$ cat src/rtl/quad_pkg.sv
// Shared definitions for the quadrature decoder: Gray-code states, the
// transition classifier and the filter counter sizing helper.
package quad_pkg;

  localparam logic [1:0] S00 = 2'b00;
  localparam logic [1:0] S01 = 2'b01;
  localparam logic [1:0] S11 = 2'b11;
  localparam logic [1:0] S10 = 2'b10;

  // Returns {legal, up}; a single-bit change along the Gray ring is legal.
  function automatic logic [1:0] quad_dir(input logic [1:0] prev, input logic [1:0] cur);
    logic legal;
    logic up;
    legal = 1'b0;
    up    = 1'b0;
    case (prev)
      S00: begin
        if (cur == S01) begin legal = 1'b1; up = 1'b1; end
        else if (cur == S10) legal = 1'b1;
      end
      S01: begin
        if (cur == S11) begin legal = 1'b1; up = 1'b1; end
        else if (cur == S00) legal = 1'b1;
      end
      S11: begin
        if (cur == S10) begin legal = 1'b1; up = 1'b1; end
        else if (cur == S01) legal = 1'b1;
      end
      default: begin
        if (cur == S00) begin legal = 1'b1; up = 1'b1; end
        else if (cur == S11) legal = 1'b1;
      end
    endcase
    return {legal, up};
  endfunction

  function automatic int filt_cnt_w(input int filt_len);
    return (filt_len < 1) ? 1 : $clog2(filt_len + 1);
  endfunction

endpackage

$ cat src/rtl/quad_input_filter.sv
// Two-flop synchronizer followed by a stability filter: the output only
// follows the synchronized pin once it has held for FILT_LEN cycles.
module quad_input_filter
  import quad_pkg::*;
#(
  parameter int FILT_LEN = 2
) (
  input  logic clk,
  input  logic rst_n,
  input  logic i_pin,
  output logic o_filt
);

  logic r_sync1;
  logic r_sync2;

  always_ff @(posedge clk) begin
    if (!rst_n) begin
      r_sync1 <= 1'b0;
      r_sync2 <= 1'b0;
    end else begin
      r_sync1 <= i_pin;
      r_sync2 <= r_sync1;
    end
  end

  generate
    if (FILT_LEN == 0) begin : g_bypass
      assign o_filt = r_sync2;
    end else begin : g_filter
      localparam int CW = filt_cnt_w(FILT_LEN);
      localparam logic [CW-1:0] LAST = CW'(FILT_LEN - 1);

      logic [CW-1:0] r_cnt;
      logic          r_filt;

      // A bounce back to the accepted value restarts the count.
      always_ff @(posedge clk) begin
        if (!rst_n) begin
          r_cnt  <= '0;
          r_filt <= 1'b0;
        end else if (r_sync2 != r_filt) begin
          if (r_cnt == LAST) begin
            r_filt <= r_sync2;
            r_cnt  <= '0;
          end else begin
            r_cnt <= r_cnt + CW'(1);
          end
        end else begin
          r_cnt <= '0;
        end
      end

      assign o_filt = r_filt;
    end
  endgenerate

endmodule

$ cat src/rtl/quad_decoder.sv
// Quadrature decoder: filtered A/B/index pins drive a step strobe, a
// direction bit, a sticky error flag and a loadable wrapping position.
module quad_decoder
  import quad_pkg::*;
#(
  parameter int WIDTH    = 8,
  parameter int FILT_LEN = 2
) (
  input  logic             clk,
  input  logic             rst_n,
  input  logic             enc_a,
  input  logic             enc_b,
  input  logic             enc_i,
  input  logic             ld,
  input  logic [WIDTH-1:0] ld_val,
  input  logic             idx_clr_en,
  input  logic             err_clr,
  output logic [WIDTH-1:0] pos,
  output logic             step,
  output logic             dir,
  output logic             err
);

  logic w_a;
  logic w_b;
  logic w_idx;

  quad_input_filter #(.FILT_LEN(FILT_LEN)) u_filt_a (
    .clk(clk), .rst_n(rst_n), .i_pin(enc_a), .o_filt(w_a)
  );
  quad_input_filter #(.FILT_LEN(FILT_LEN)) u_filt_b (
    .clk(clk), .rst_n(rst_n), .i_pin(enc_b), .o_filt(w_b)
  );
  quad_input_filter #(.FILT_LEN(FILT_LEN)) u_filt_i (
    .clk(clk), .rst_n(rst_n), .i_pin(enc_i), .o_filt(w_idx)
  );

  logic             r_primed;
  logic [1:0]       r_prev_ab;
  logic             r_idx_prev;
  logic [WIDTH-1:0] r_pos;
  logic             r_step;
  logic             r_dir;
  logic             r_err;

  logic [1:0] w_ab;
  logic [1:0] w_qd;
  logic       w_changed;
  logic       w_legal;
  logic       w_illegal;
  logic       w_idx_rise;

  assign w_ab       = {w_a, w_b};
  assign w_qd       = quad_dir(r_prev_ab, w_ab);
  assign w_changed  = r_primed && (w_ab != r_prev_ab);
  assign w_legal    = w_changed && w_qd[1];
  assign w_illegal  = w_changed && !w_qd[1];
  assign w_idx_rise = w_idx && !r_idx_prev;

  // Load beats index clear beats counting; step/dir report the move regardless.
  always_ff @(posedge clk) begin
    if (!rst_n) begin
      r_primed   <= 1'b0;
      r_prev_ab  <= 2'b00;
      r_idx_prev <= 1'b0;
      r_pos      <= '0;
      r_step     <= 1'b0;
      r_dir      <= 1'b0;
      r_err      <= 1'b0;
    end else begin
      r_primed   <= 1'b1;
      r_prev_ab  <= w_ab;
      r_idx_prev <= w_idx;
      r_step     <= w_legal;
      if (w_legal) r_dir <= w_qd[0];

      if (w_illegal)    r_err <= 1'b1;
      else if (err_clr) r_err <= 1'b0;

      if (ld)                            r_pos <= ld_val;
      else if (idx_clr_en && w_idx_rise) r_pos <= '0;
      else if (w_legal)                  r_pos <= w_qd[0] ? r_pos + WIDTH'(1) : r_pos - WIDTH'(1);
    end
  end

  assign pos  = r_pos;
  assign step = r_step;
  assign dir  = r_dir;
  assign err  = r_err;

endmodule
$ cat config.mk
export PLATFORM = sky130hd
export DESIGN_NAME = quad_decoder
export DESIGN_NICKNAME = d
export VERILOG_FILES = /design/src/rtl/quad_pkg.sv /design/src/rtl/quad_input_filter.sv /design/src/rtl/quad_decoder.sv
export SDC_FILE = /design/constraint.sdc
export NUM_CORES = 1
export LEC_CHECK = 0
export CAP_MARGIN = 10
export CORE_ASPECT_RATIO = 1.1
export CORE_UTILIZATION = 38
export DETAILED_ROUTE_END_ITERATION = 10
export MAX_ROUTING_LAYER = met4
export PLACE_DENSITY_LB_ADDON = 0.12
export SETUP_SLACK_MARGIN = 0.15
export SLEW_MARGIN = 20
export SYNTH_ARGS = -nofsm -noshare
export SYNTH_HDL_FRONTEND = slang
export SYNTH_SLANG_ARGS = --single-unit
$ cat constraint.sdc
create_clock -name clk -period 3.73 [get_ports clk]
set_input_delay 0.746 -clock clk [delete_from_list [all_inputs] [get_ports clk]]
set_output_delay 0.746 -clock clk [all_outputs]
set_load 0.005 [all_outputs]
==> impl_results.md <==
- CP most frequent cell: ha_1
- Clock Pin Slew Worst Setup and Hold Paths: 0.07 ns
- Clk buf depth: 2
- Slew HR: 64.4%
- YS warnings: 0
- Slowest cell on crit path: o21ai_4
- Placeable Area: 4020 sq um
- Top_reg_cell synth: dfxtp_1
- Mux cell area share after synthesis: 3.10%
- Final-report max-slew violation count: 0
- Delay-heaviest family, CP: compound AO/OA/AOI/OAI gates
- RD Place Congestion: 0.807
- Worst Path Buf+Inv: 1
- # Post-CTS Setup Buffers: 0
- Critical path type: reg -> reg
- Antenna violations before repair: 0
- Initial Utilization: 40.1%
- Number of global-route vias before repair: 1362
- Status: finished, final reports clean
- CP required: 3.89 ns
- Post-DR vias/cell: 5.16
- Compound-Gate Fraction of Synth Area: 20.9%
- Syn Area/Cell: 9.33 sq um
- Syn nets: 203
- CP arrival: 3.15 ns
- Final nets: 231
- Antenna cells: 0
- Via Count: 1310
- Fin area: 1990 sq um
- Row cnt: 24
- Yosys reg bits: 30
- Worst setup SP type: flop
- Crit path time final: 2.99 ns
- RSZ-0062 raised after global routing: no
- CTS Hold Buffers Added: 0
- Area contributors post-synth: dfxtp_1, ha_1, xnor2_1
- FFs w/ async S/R, synth: 0%
- Placed inst area: 1900 sq um
- Post-synth EDFFs: 0
- PortBufs: 26
- Final WL: 3310 microns
- Max Cap Violations: 0
- Post-synthesis cell type count: 41
- Largest family of logic cells by synthesized area: compound AO/OA/AOI/OAI gates
- Wirelength per Cell: 13.0 microns
- Die Height: 70.4 microns
- Global route overflow: 0
- Proportion of layout cells with a drive suffix above 1: 8.91%
- Clock Latency Late Sink: 0.29 ns
- Endpoints failing setup: 0
- Pre-antenna DRT Iters: 4
- Largest area contributor in the netlist: dfxtp_1
- Fmax: 335 MHz
- Max VDD drop: 0.000254 V
- I/O Pins: 27
- Hold Path Class: reg -> reg
- Final setup TNS: 0 ns
- Post-Synth Simple-Gate Area: 14.1%
- Root Buffer: clkbuf_8
- Post-synth top cells: dfxtp_1, nor2_1, ha_1
- Post-cts gate resize count: 0
- First-pass GRT wire length: 6010 microns
- Most frequent cell after synthesis: dfxtp_1
- Pin slew with the least headroom to its limit: 0.532 ns
- CTS Buf Count: 5
- Cell count after synthesis: 173
- Top-area cell type share of the netlist area: 37.2%
- Die Wd: 64.1 microns
- Pwr Density: 372 nW/um^2
- Synth Area in XOR/XNOR: 8.60%
- Area grow syn2layout: 23.4%
- Htree depth: 2
- Largest net degree at the start of global routing: 18
- Post-synthesis adder-cell area fraction: 10.9%
- Clock Sinks: 30
- Critical path's largest stage delay: 0.47 ns
- Sequential-to-total area share from yosys stat: 37.2%
- Die area: 4510 sq um
- Clk_skew: 0.00446 ns
- HPWL after detailed placement: 2340 microns
- Final Hold Viols: 0
- Detail Route Antenna Nets: 0
- Setup crit end kind: flop
- Gr usage total: 17.9%
- DRC: 0
- CTS tree: done
- Part of the cycle the worst path needs: 80.1%
- Initial DRC count: 76
- Pleak: 0.768 nW
- Crit-path max FO: 17
- Crit path cell chain: inv_1 > ha_1 > a22o_1 > o21ai_4 > xor2_1 > ha_1 > or2_2 > nor3_1 > o211ai_1 > o21ai_0 > xnor2_1 > o22ai_1
- Synthesized area: 1610 sq um
final timing paths:
check / startpoint / cells after the start / slack, ns / end
worst max-delay path: u_filt_a.o_filt / 12 / 0.74 / pos[6]
worst min-delay path: u_filt_b.g_filter.r_cnt[0] / 1 / 0.42 / u_filt_b.g_filter.r_cnt[0]
worst max register to register: u_filt_a.o_filt / 12 / 0.74 / pos[6]
worst min register to register: u_filt_b.g_filter.r_cnt[0] / 1 / 0.42 / u_filt_b.g_filter.r_cnt[0]
placed cells by master, fill, tap and decap left out, types with 2 or more instances in the layout:
cell             instances
dfxtp_1                 30
clkdlybuf4s50_1         26
nor2_1                  21
ha_1                    14
xnor2_1                 12
inv_1                   11
o21ai_0                 10
a21oi_1                  8
and2_1                   7
nand2_1                  6
clkbuf_8                 6
mux2i_1                  5
or3_1                    4
a22oi_1                  3
a221oi_1                 3
a22o_1                   2
nand2b_1                 2
xor2_1                   2
o21a_1                   2
a211oi_1                 2
nand3_1                  2
nor2b_1                  2
o211ai_1                 2
nor3_1                   2
state kept, by name, summed over array words and instances (netlist names):
signal / count
u_filt_a.o_filt: 1
u_filt_a.r_sync1: 1
u_filt_b.g_filter.r_cnt: 2
u_filt_a.g_filter.r_cnt: 2
u_filt_b.r_sync1: 1
r_primed: 1
pos: 8
u_filt_b.o_filt: 1
u_filt_i.g_filter.r_cnt: 2
step: 1
err: 1
u_filt_a.r_sync2: 1
r_prev_ab: 2
r_idx_prev: 1
u_filt_i.r_sync1: 1
dir: 1
u_filt_i.r_sync2: 1
u_filt_b.r_sync2: 1
u_filt_i.o_filt: 1
report_power, final:
part,internal (mW),total [mW],switching (mW)
registers,0.332,0.345,0.0135
logic,0.0674,0.121,0.0533
clock network,0.148,0.275,0.127
routing by layer:
metal	share of wire, %	global-route usage, %
met1	48	22.1
met2	44	27.1
met3	5.2	3.43
met4	2.3	9.88
met5	0	-
final cells by class:
type	instances	area, sq um
flip-flops and latches	30	601
well taps	52	65.1
clock buffers	6	82.6
clock inverters	2	12.5
repair buffers	26	260
multi-input cells	127	930
inverters	11	41.3
fillers	397	2030
per-stage QoR:
step	utilization [%]	hold slack, ns	total power, mW	setup slack, ns	cells
after floorplan	-	0.397	0.430	1.16	173
after detailed placement	47.1	0.414	0.471	0.829	246
after global routing	49.5	0.446	0.777	0.485	254
after global placement	47.1	0.405	0.470	0.894	246
final	49.5	0.420	0.741	0.741	254
after CTS	49.5	0.424	0.749	0.764	254
cells by family after synthesis:
| group | after synthesis |
|---|---|
| buffers and inverters | 16 |
| adder cells (fa/ha/maj) | 14 |
| AND/OR/NAND/NOR | 48 |
| flip-flops | 30 |
| XOR/XNOR | 15 |
| AO/OA/AOI/OAI | 45 |
| multiplexers | 5 |
Note: power is estimated with default switching activity, not from simulation.
